File: config.mk
export PLATFORM = sky130hd
export DESIGN_NAME = gpr_bank_flat
export DESIGN_NICKNAME = d
export VERILOG_FILES = /design/src/rtl/gpr_bank_if.sv /design/src/rtl/gpr_bank.sv /design/src/flat_wrapper.sv
export SDC_FILE = /design/constraint.sdc
export NUM_CORES = 1
export LEC_CHECK = 0
export BUFFER_PORTS_ARGS = -buffer_cell sky130_fd_sc_hd__buf_2
export CAP_MARGIN = 30
export CORE_UTILIZATION = 40
export DETAILED_ROUTE_END_ITERATION = 10
export GPL_TIMING_DRIVEN = 0
export PLACE_DENSITY = 0.58
export SYNTH_ARGS = -nofsm -noshare
export SYNTH_HDL_FRONTEND = slang
export SYNTH_SLANG_ARGS = --single-unit
File: constraint.sdc
create_clock -name clk -period 2 [get_ports clk]
set_input_delay 0.4 -clock clk [delete_from_list [all_inputs] [get_ports clk]]
set_output_delay 0.4 -clock clk [all_outputs]
set_load 0.02 [all_outputs]
File: src/rtl/gpr_bank_if.sv
// Bus bundle between decode/writeback and gpr_bank: write, pair, read, lock and bank-swap signals.
interface gpr_bank_if #(
    parameter int DW   = 8,
    parameter int NREG = 8,
    parameter int AW   = 3
) ();
    logic              wr_en;
    logic [AW-1:0]     wr_addr;
    logic [DW-1:0]     wr_data;
    logic              pair_wr_en;
    logic [2*DW-1:0]   pair_wr_data;
    logic [AW-1:0]     ds1_rx;
    logic [AW-1:0]     ds2_rx;
    logic [DW-1:0]     ds1_data;
    logic [DW-1:0]     ds2_data;
    logic              ds1_busy;
    logic              ds2_busy;
    logic [2*DW-1:0]   pair_data;
    logic              lock_en;
    logic [AW-1:0]     lock_addr;
    logic              bank_swap;
    logic              bank_sel;
    logic [NREG-1:0]   busy_vec;

    modport master (
        output wr_en, wr_addr, wr_data, pair_wr_en, pair_wr_data,
        output ds1_rx, ds2_rx, lock_en, lock_addr, bank_swap,
        input  ds1_data, ds2_data, ds1_busy, ds2_busy, pair_data, bank_sel, busy_vec
    );

    modport slave (
        input  wr_en, wr_addr, wr_data, pair_wr_en, pair_wr_data,
        input  ds1_rx, ds2_rx, lock_en, lock_addr, bank_swap,
        output ds1_data, ds2_data, ds1_busy, ds2_busy, pair_data, bank_sel, busy_vec
    );
endinterface

File: src/rtl/gpr_bank.sv
// Dual-bank register file with pair port and busy scoreboard.
// Define GPR_BYPASS_EN to forward same-cycle writes/clears to the read ports and pair output.
module gpr_bank #(
    parameter int DW        = 8,
    parameter int NREG      = 8,
    parameter int AW        = 3,
    parameter int PAIR_BASE = 6
) (
    input  logic     clk,
    input  logic     rst,
    gpr_bank_if.slave bus
);
    logic [DW-1:0]   bank0_r [NREG];
    logic [DW-1:0]   bank1_r [NREG];
    logic            bank_sel_r;
    logic [NREG-1:0] busy_r;

    logic [NREG-1:0] wen_s;
    logic [NREG-1:0] lock_s;
    logic [DW-1:0]   wdata_s  [NREG];
    logic [DW-1:0]   cur_s    [NREG];
    logic [DW-1:0]   rd_val_s [NREG];
    logic [NREG-1:0] rd_busy_s;
    logic [DW-1:0]   ds1_data_s;
    logic [DW-1:0]   ds2_data_s;
    logic            ds1_busy_s;
    logic            ds2_busy_s;

    // Per-register write/lock decode; the pair write outranks the single write on the pair registers.
    always_comb begin
        for (int i = 0; i < NREG; i++) begin
            wen_s[i]   = 1'b0;
            wdata_s[i] = {DW{1'b0}};
            lock_s[i]  = rst && bus.lock_en && !bus.bank_swap && (bus.lock_addr == AW'(i));
            if (rst && bus.pair_wr_en && (i == PAIR_BASE)) begin
                wen_s[i]   = 1'b1;
                wdata_s[i] = bus.pair_wr_data[2*DW-1:DW];
            end else if (rst && bus.pair_wr_en && (i == PAIR_BASE + 1)) begin
                wen_s[i]   = 1'b1;
                wdata_s[i] = bus.pair_wr_data[DW-1:0];
            end else if (rst && bus.wr_en && (bus.wr_addr == AW'(i))) begin
                wen_s[i]   = 1'b1;
                wdata_s[i] = bus.wr_data;
            end else begin
                wen_s[i]   = 1'b0;
                wdata_s[i] = {DW{1'b0}};
            end
        end
    end

    // Active-bank view of every register, optionally with same-cycle forwarding.
    always_comb begin
        for (int i = 0; i < NREG; i++) begin
            cur_s[i] = bank_sel_r ? bank1_r[i] : bank0_r[i];
`ifdef GPR_BYPASS_EN
            rd_val_s[i]  = wen_s[i] ? wdata_s[i] : cur_s[i];
            rd_busy_s[i] = lock_s[i] | (busy_r[i] & ~wen_s[i]);
`else
            rd_val_s[i]  = cur_s[i];
            rd_busy_s[i] = busy_r[i];
`endif
        end
    end

    // Read-port muxes; selects that match no register leave data and busy at zero.
    always_comb begin
        ds1_data_s = {DW{1'b0}};
        ds2_data_s = {DW{1'b0}};
        ds1_busy_s = 1'b0;
        ds2_busy_s = 1'b0;
        for (int i = 0; i < NREG; i++) begin
            ds1_data_s = (bus.ds1_rx == AW'(i)) ? rd_val_s[i]  : ds1_data_s;
            ds1_busy_s = (bus.ds1_rx == AW'(i)) ? rd_busy_s[i] : ds1_busy_s;
            ds2_data_s = (bus.ds2_rx == AW'(i)) ? rd_val_s[i]  : ds2_data_s;
            ds2_busy_s = (bus.ds2_rx == AW'(i)) ? rd_busy_s[i] : ds2_busy_s;
        end
    end

    // Storage update; writes land in the bank active before any swap in the same cycle.
    always_ff @(posedge clk or negedge rst) begin
        if (!rst) begin
            for (int i = 0; i < NREG; i++) begin
                bank0_r[i] <= {DW{1'b0}};
                bank1_r[i] <= {DW{1'b0}};
            end
        end else begin
            for (int i = 0; i < NREG; i++) begin
                if (wen_s[i] && bank_sel_r) begin
                    bank1_r[i] <= wdata_s[i];
                end else if (wen_s[i]) begin
                    bank0_r[i] <= wdata_s[i];
                end
            end
        end
    end

    // Bank select and scoreboard; a swap starts the new bank with nothing pending.
    always_ff @(posedge clk or negedge rst) begin
        if (!rst) begin
            bank_sel_r <= 1'b0;
            busy_r     <= {NREG{1'b0}};
        end else if (bus.bank_swap) begin
            bank_sel_r <= ~bank_sel_r;
            busy_r     <= {NREG{1'b0}};
        end else begin
            busy_r     <= lock_s | (busy_r & ~wen_s);
        end
    end

    assign bus.ds1_data  = ds1_data_s;
    assign bus.ds2_data  = ds2_data_s;
    assign bus.ds1_busy  = ds1_busy_s;
    assign bus.ds2_busy  = ds2_busy_s;
    assign bus.pair_data = {rd_val_s[PAIR_BASE], rd_val_s[PAIR_BASE+1]};
    assign bus.bank_sel  = bank_sel_r;
    assign bus.busy_vec  = busy_r;
endmodule

File: src/flat_wrapper.sv
// flat-port wrapper written by rule: the top's interface ports become plain ports
module gpr_bank_flat 
#(
    parameter int DW        = 8,
    parameter int NREG      = 8,
    parameter int AW        = 3,
    parameter int PAIR_BASE = 6
)
  (clk, rst, bus_wr_en, bus_wr_addr, bus_wr_data, bus_pair_wr_en, bus_pair_wr_data, bus_ds1_rx, bus_ds2_rx, bus_lock_en, bus_lock_addr, bus_bank_swap, bus_ds1_data, bus_ds2_data, bus_ds1_busy, bus_ds2_busy, bus_pair_data, bus_bank_sel, bus_busy_vec);
  gpr_bank_if #(.DW(DW), .NREG(NREG), .AW(AW)) bus_i ();
  input  logic clk;
  input  logic rst;
  input wire logic [$bits(bus_i.wr_en)-1:0] bus_wr_en;
  input wire logic [$bits(bus_i.wr_addr)-1:0] bus_wr_addr;
  input wire logic [$bits(bus_i.wr_data)-1:0] bus_wr_data;
  input wire logic [$bits(bus_i.pair_wr_en)-1:0] bus_pair_wr_en;
  input wire logic [$bits(bus_i.pair_wr_data)-1:0] bus_pair_wr_data;
  input wire logic [$bits(bus_i.ds1_rx)-1:0] bus_ds1_rx;
  input wire logic [$bits(bus_i.ds2_rx)-1:0] bus_ds2_rx;
  input wire logic [$bits(bus_i.lock_en)-1:0] bus_lock_en;
  input wire logic [$bits(bus_i.lock_addr)-1:0] bus_lock_addr;
  input wire logic [$bits(bus_i.bank_swap)-1:0] bus_bank_swap;
  output wire logic [$bits(bus_i.ds1_data)-1:0] bus_ds1_data;
  output wire logic [$bits(bus_i.ds2_data)-1:0] bus_ds2_data;
  output wire logic [$bits(bus_i.ds1_busy)-1:0] bus_ds1_busy;
  output wire logic [$bits(bus_i.ds2_busy)-1:0] bus_ds2_busy;
  output wire logic [$bits(bus_i.pair_data)-1:0] bus_pair_data;
  output wire logic [$bits(bus_i.bank_sel)-1:0] bus_bank_sel;
  output wire logic [$bits(bus_i.busy_vec)-1:0] bus_busy_vec;
  assign bus_i.wr_en = bus_wr_en;
  assign bus_i.wr_addr = bus_wr_addr;
  assign bus_i.wr_data = bus_wr_data;
  assign bus_i.pair_wr_en = bus_pair_wr_en;
  assign bus_i.pair_wr_data = bus_pair_wr_data;
  assign bus_i.ds1_rx = bus_ds1_rx;
  assign bus_i.ds2_rx = bus_ds2_rx;
  assign bus_i.lock_en = bus_lock_en;
  assign bus_i.lock_addr = bus_lock_addr;
  assign bus_i.bank_swap = bus_bank_swap;
  assign bus_ds1_data = bus_i.ds1_data;
  assign bus_ds2_data = bus_i.ds2_data;
  assign bus_ds1_busy = bus_i.ds1_busy;
  assign bus_ds2_busy = bus_i.ds2_busy;
  assign bus_pair_data = bus_i.pair_data;
  assign bus_bank_sel = bus_i.bank_sel;
  assign bus_busy_vec = bus_i.busy_vec;
  gpr_bank #(.DW(DW), .NREG(NREG), .AW(AW), .PAIR_BASE(PAIR_BASE)) u_core (.clk(clk), .rst(rst), .bus(bus_i));
endmodule
==> impl_metrics.csv, run 1 <==
group,metric,value,unit
layout,drive_gt1_frac,0.523,
yosys,yosys_warnings,0,
place,placedCellCount,957,
power,internal-power,9.93,mW
clock_tree,clk-insertion-delay-late,0.43,ns
die,num_io_pins,85,
yosys,synth_edf_count,0,
layout,final_nets,795,
critical_path,cp_max_fo,7,
global_route,grt_pass1_vias,6315,
die,die_area,0.0199,sq mm
global_route,overflow,0,
timing,finalSetupViolCount,169,
die,core,0.0188,sq mm
yosys,ys_seq_elements,137,
detailed_routing,postRouteAntennaNets,0,
clock_tree,cts.htree.levels,4,
yosys,synthCells,614,
layout,final_cells,1026,
yosys,async_reset_ff_frac,1.00,
layout,syn_to_final_growth,33.3,%
yosys,synth_cell_types,51,
yosys,netlist_area,0.00772,sq mm
critical_path,end_kind,"primary output",
timing,rsz0062_at_grt,"yes",
power,total_power,15.2,mW
timing,final-max-slew-violation-count,0,
clock_tree,cts.sinks,137,
die,die_h,141,microns
critical_path,path_class,"reg -> out",
timing,finClkSkew,0.00807,ns
yosys,netlist.area_leader.share,0.444,
place,place_congestion,0.862,
critical_path,slowest_delay,0.52,ns
timing,hold_violations,0,
timing,hold_slack,0.0447,ns
run_status,status,"finished with violations",
layout,layout_commonest_cell,"dfrtp_1",
clock_tree,clockBufferDepth,2,
timing,slew_headroom,0.503,
detailed_routing,drt_iter0_drc,413,
yosys,yosysSeqAreaShare,0.444,
timing,min_period,2.79,ns
clock_tree,cts_tree,"done",
run,drv_cap,0,
power,clkPwrFrac,0.214,
yosys,synth_fp_nets,656,
die,start_util,0.410,
global_route,antenna_found_initial,0,
die,die_w,141,microns
yosys,synth_flop_cell,"dfrtp_1",
place,pre_cts_slack,-1.23,ns
critical_path,startpoint_type,"flip-flop",
detailed_routing,drc_errors,0,
timing,fmaxAchievable,358,MHz
min_path,hold_class,"in -> async",
run_status,violations,"negative setup slack",
detailed_routing,firstDrtPassIters,5,
power,peakVddDrop,0.000854,V
yosys,synthTopCellsByArea,"dfrtp_1 (44%), mux2_2 (15%), mux4_2 (9.6%)",
timing,period_share,1.40,
power,p_leak,4.51,nW
timing,fin_setup_tns,-74.16,ns
global_route,grt_max_degree,48,
detailed_routing,finalWirelength,24.7,mm
timing,tightest_slew,0.735,ns
yosys,avgSynthCellArea,12.6,sq um
detailed_routing,vias_per_cell,5.95,
clock_tree,clk_pin_slew,0.06,ns
power,swShare,0.348,
clock_tree,cts_root_buffer,"clkbuf_16",
critical_path,crit_chain,"buf_12 > buf_6 > clkbuf_16 > mux4_2 > mux4_2 > buf_6",
power,seqPwrFrac,0.307,
layout,final_cell_mix,"dfrtp_1 (135), mux2_2 (97), buf_2 (63)",
power,p_switching,5.30,mW
detailed_routing,drt-wirelength-per-cell,24.1,microns
power,power-per-cell-area,1480,mW/mm^2
critical_path,critPathArrivalTime,2.39,ns
die,rows,50,
global_route,grt_usage,0.260,
place,port_buffers,82,
detailed_routing,vias,6101,
place,place.detailed.hpwl,16.4,mm
critical_path,cpMaxStageDelayCell,"mux4_2",
clock_tree,cts-buffers-inserted,17,
critical_path,cp.required,1.60,ns
power,combinationalPowerShare,0.479,
global_route,grt_pass1_wl,37.7,mm
timing,fin_ws,-0.793,ns
yosys,yosysTopAreaCell,"dfrtp_1",
layout,diodes,0,
flip-flops by register name, indices dropped and copies added, names as in the netlist:
register	flops
u_core.bank0_r	64
u_core.bank1_r	64
u_core.bus.bank_sel	1
u_core.bus.busy_vec	8
metrics by stage:
stage               utilization  cell area (sq um)
CTS                       0.526               9900
finish                    0.547              10300
detailed placement        0.455               8560
floorplan                     -               7790
global placement          0.453               8530
global route              0.547              10300
area by class of cell:
class / instances / area [sq um]
plain buffers: 43 / 342
clock inverters: 14 / 173
multi-input cells: 415 / 4330
clock buffers: 18 / 429
repair buffers: 122 / 1210
inverters: 17 / 66.3
well taps: 260 / 325
fillers: 1582 / 8530
flip-flops and latches: 137 / 3430
power groups by stage:
| stage | Sequential, mW | Combinational [mW] | Clock [mW] |
|---|---|---|---|
| CTS | 4.62 | 6.55 | 3.27 |
| finish | 4.67 | 7.29 | 3.26 |
| floorplan | 4.36 | 4.18 | 0 |
| detailed placement | 4.60 | 5.56 | 0 |
| global placement | 4.48 | 5.48 | 0 |
| global route | 4.80 | 7.68 | 3.41 |
cells by family after synthesis:
kind of cell / after synthesis / synth area share
compound gates: 108 / 0.0870
flops: 137 / 0.444
mux: 187 / 0.344
buf+inv: 62 / 0.0444
simple gates: 119 / 0.0794
xor+xnor: 1 / 0.00113
per-layer routing:
| layer | wire length [microns] | vias to the layer above | part of all wire | GRT usage |
|---|---|---|---|---|
| met5 | 0 | - | 0 | 0 |
| met4 | 660 | 0 | 0.027 | 0.0881 |
| met3 | 1770 | 46 | 0.072 | 0.0632 |
| met2 | 11700 | 287 | 0.47 | 0.416 |
| met1 | 10700 | 3171 | 0.43 | 0.346 |
| li1 | - | 2597 | - | - |
critical path: cells and delay by family (launching register included):
| kind | cells | cell delay, ns |
|---|---|---|
| multiplexers | 2 | 1.01 |
| buffers and inverters | 4 | 0.57 |
| flip-flops | 1 | 0.37 |
synthesized netlist by cell type (5+ instances only):
library cell	instances
a21oi_1	18
a22oi_1	23
buf_2	10
buf_4	6
buf_6	10
clkbuf_1	18
dfrtp_1	137
inv_1	17
mux2_2	105
mux2i_1	34
mux4_1	15
mux4_2	33
nand2_1	43
nor2_1	30
nor2_2	5
nor2b_1	7
nor3_1	5
o21ai_0	32
o21ai_1	9
path summary, 6_finish.rpt:
path,start,to,slack [ns],depth (start not counted)
min in group clk,bus_pair_wr_data[4],u_core.bank0_r[4],0.29,3
max in group asynchronous,rst,u_core.bank1_r[21],1.06,3
worst max register to register,u_core.bus.bank_sel,u_core.bank0_r[59],0.05,7
worst min-delay path,rst,u_core.bank1_r[32],0.04,2
worst min register to register,u_core.bank0_r[13],u_core.bank0_r[13],0.49,2
worst max-delay path,u_core.bus.bank_sel,bus_ds1_data[2],-0.79,6
what timing repair did:
item	CTS	global route
pin swaps	13	9
endpoints found under the setup margin	167	169
resized for setup	81	79
gates cloned	4	2
endpoints found under the hold margin	43	66
hold buffers	2	1
setup buffers	18	13
Note: power is estimated with default switching activity, not from simulation.
==> run 2: changes to the inputs <==
--- a/config.mk
+++ b/config.mk
@@ -6,7 +6,7 @@
 export NUM_CORES = 1
 export LEC_CHECK = 0
 export BUFFER_PORTS_ARGS = -buffer_cell sky130_fd_sc_hd__buf_2
-export CAP_MARGIN = 30
+export CAP_MARGIN = 20
 export CORE_UTILIZATION = 40
 export DETAILED_ROUTE_END_ITERATION = 10
 export GPL_TIMING_DRIVEN = 0
==> constraint.sdc (replaced) <==
create_clock -name clk -period 2.3 [get_ports clk]
set_input_delay 0.46 -clock clk [delete_from_list [all_inputs] [get_ports clk]]
set_output_delay 0.46 -clock clk [all_outputs]
set_load 0.02 [all_outputs]
==> impl_metrics.csv, run 2 (synthesis results as in run 1) <==
group,metric,value,unit
detailed_routing,finalWirelength,24.7,mm
critical_path,startpoint_type,"flip-flop",
critical_path,crit_chain,"buf_8 > buf_12 > buf_12 > mux2i_4 > mux2i_1 > mux4_2 > buf_6",
critical_path,end_kind,"primary output",
clock_tree,clk-insertion-delay-late,0.42,ns
power,total_power,12.5,mW
place,placedInstanceArea,0.00850,sq mm
timing,rsz0062_at_grt,"yes",
critical_path,critPathArrivalTime,2.42,ns
global_route,antenna_found_initial,0,
power,peakVddDrop,0.000786,V
clock_tree,cts.htree.levels,4,
timing,tightest_slew,0.754,ns
clock_tree,clk_pin_slew,0.06,ns
timing,fmaxAchievable,348,MHz
layout,layout_commonest_cell,"dfrtp_1",
run,drv_cap,0,
critical_path,path_class,"reg -> out",
clock_tree,cts.sinks,137,
die,die_h,141,microns
run_status,status,"finished with violations",
power,power-per-cell-area,1270,mW/mm^2
detailed_routing,postRouteAntennaNets,0,
global_route,grt_max_degree,65,
layout,fillers,1627,
die,core,0.0188,sq mm
place,place_congestion,0.898,
run_status,violations,"negative setup slack",
layout,multi_input_area,0.00421,sq mm
layout,syn_to_final_growth,27.5,%
timing,hold_violations,0,
die,start_util,0.410,
layout,seq_area,0.00343,sq mm
global_route,grt_pass1_wl,37.6,mm
die,die_w,141,microns
layout,diodes,0,
global_route,overflow,0,
detailed_routing,vias,6051,
die,num_io_pins,85,
timing,fin_ws,-0.578,ns
global_route,grt_usage,0.261,
timing,finClkSkew,0.00562,ns
layout,fin_util,0.523,
detailed_routing,vias_per_cell,5.97,
layout,drive_gt1_frac,0.473,
layout,final_cell_mix,"dfrtp_1 (135), mux2_2 (97), buf_2 (71)",
critical_path,slowest_delay,0.51,ns
critical_path,rr_worst_depth,7,
critical_path,cp_max_fo,7,
clock_tree,cts_root_buffer,"clkbuf_16",
timing,period_share,1.25,
power,p_leak,4.41,nW
min_path,hold_class,"in -> async",
clock_tree,cts-buffers-inserted,17,
global_route,grt_pass1_vias,6192,
clock_tree,clockBufferDepth,2,
critical_path,cpMaxStageDelayCell,"mux4_2",
detailed_routing,firstDrtPassIters,5,
place,pre_cts_slack,-0.968,ns
timing,hold_slack,0.00557,ns
timing,final-max-slew-violation-count,0,
timing,slew_headroom,0.490,
timing,min_period,2.88,ns
detailed_routing,drt_iter0_drc,622,
critical_path,cp.required,1.84,ns
critical_path,crit_top_cell,"buf_12",
clock_tree,cts_tree,"done",
place,place.detailed.hpwl,16.6,mm
die,rows,50,
layout,final_nets,783,
timing,finalSetupViolCount,20,
die,die_area,0.0199,sq mm
layout,final_area,0.00985,sq mm
detailed_routing,drc_errors,0,
place,port_buffers,82,
detailed_routing,drt-wirelength-per-cell,24.4,microns
## run 2: cell count changes in the layout (fill, tap and decap cells not counted), sizes merged
cell,previous run,this run
clkinv,6,5
buf,142,133
clkbuf,38,39
inv,20,18
bufinv,3,2
clkinvlp,2,3
bufbuf,2,1
## run 2: critical path: cells and delay by family, from the launching register on
family                 cells  cell delay [ns]
multiplexers               3             0.98
buffers and inverters      4             0.60
flip-flops                 1             0.38
## run 2: worst paths after layout
path                                startpoint                   to  slack (ns)
min                                        rst   u_core.bank0_r[52]       0.006
max reg2reg                u_core.bus.bank_sel   u_core.bank1_r[29]        0.11
min in group clk           bus_pair_wr_data[5]    u_core.bank1_r[5]        0.35
min reg2reg                 u_core.bank1_r[12]   u_core.bank1_r[12]        0.48
max                        u_core.bus.bank_sel      bus_ds2_data[1]       -0.58
max in group asynchronous                  rst  u_core.bus.bank_sel        1.52
## run 2: stage by stage
step                std cells  setup TNS, ns
floorplan                 614              0
global placement          956        -450.62
detailed placement        957        -104.10
CTS                      1009          -8.61
global route             1014         -10.26
finish                   1014          -8.74
## run 2: report_power, final
group	total, mW	switching [mW]	internal, mW	leakage [nW]
registers	4.05	0.710	3.34	1.77
logic	5.69	2.55	3.14	2.36
clock network	2.75	1.07	1.68	0.285
total	12.5	4.33	8.16	4.41
## run 2: area by class of cell
type                       instances  area share
inverter                          17     0.00648
clock inverter                    11      0.0122
timing repair buffer             108      0.0892
clock buffer                      21      0.0478
multi-input combinational        415       0.428
buffer                            45      0.0354
tap                              260      0.0330
sequential                       137       0.348
## run 2: what timing repair did
item	in CTS	in global routing
hold buffers	1	1
pin swaps	6	7
gates cloned	2	0
setup endpoints to repair	162	29
endpoints found under the hold margin	64	1
buffers inserted	17	4
resized for setup	94	45
## run 2: layer usage
layer | global-route usage | up-vias | part of all wire
met5 | 0 | - | 0
met2 | 0.410 | 287 | 0.47
met4 | 0.103 | 0 | 0.029
met1 | 0.355 | 3151 | 0.42
li1 | - | 2572 | -
met3 | 0.0560 | 41 | 0.073
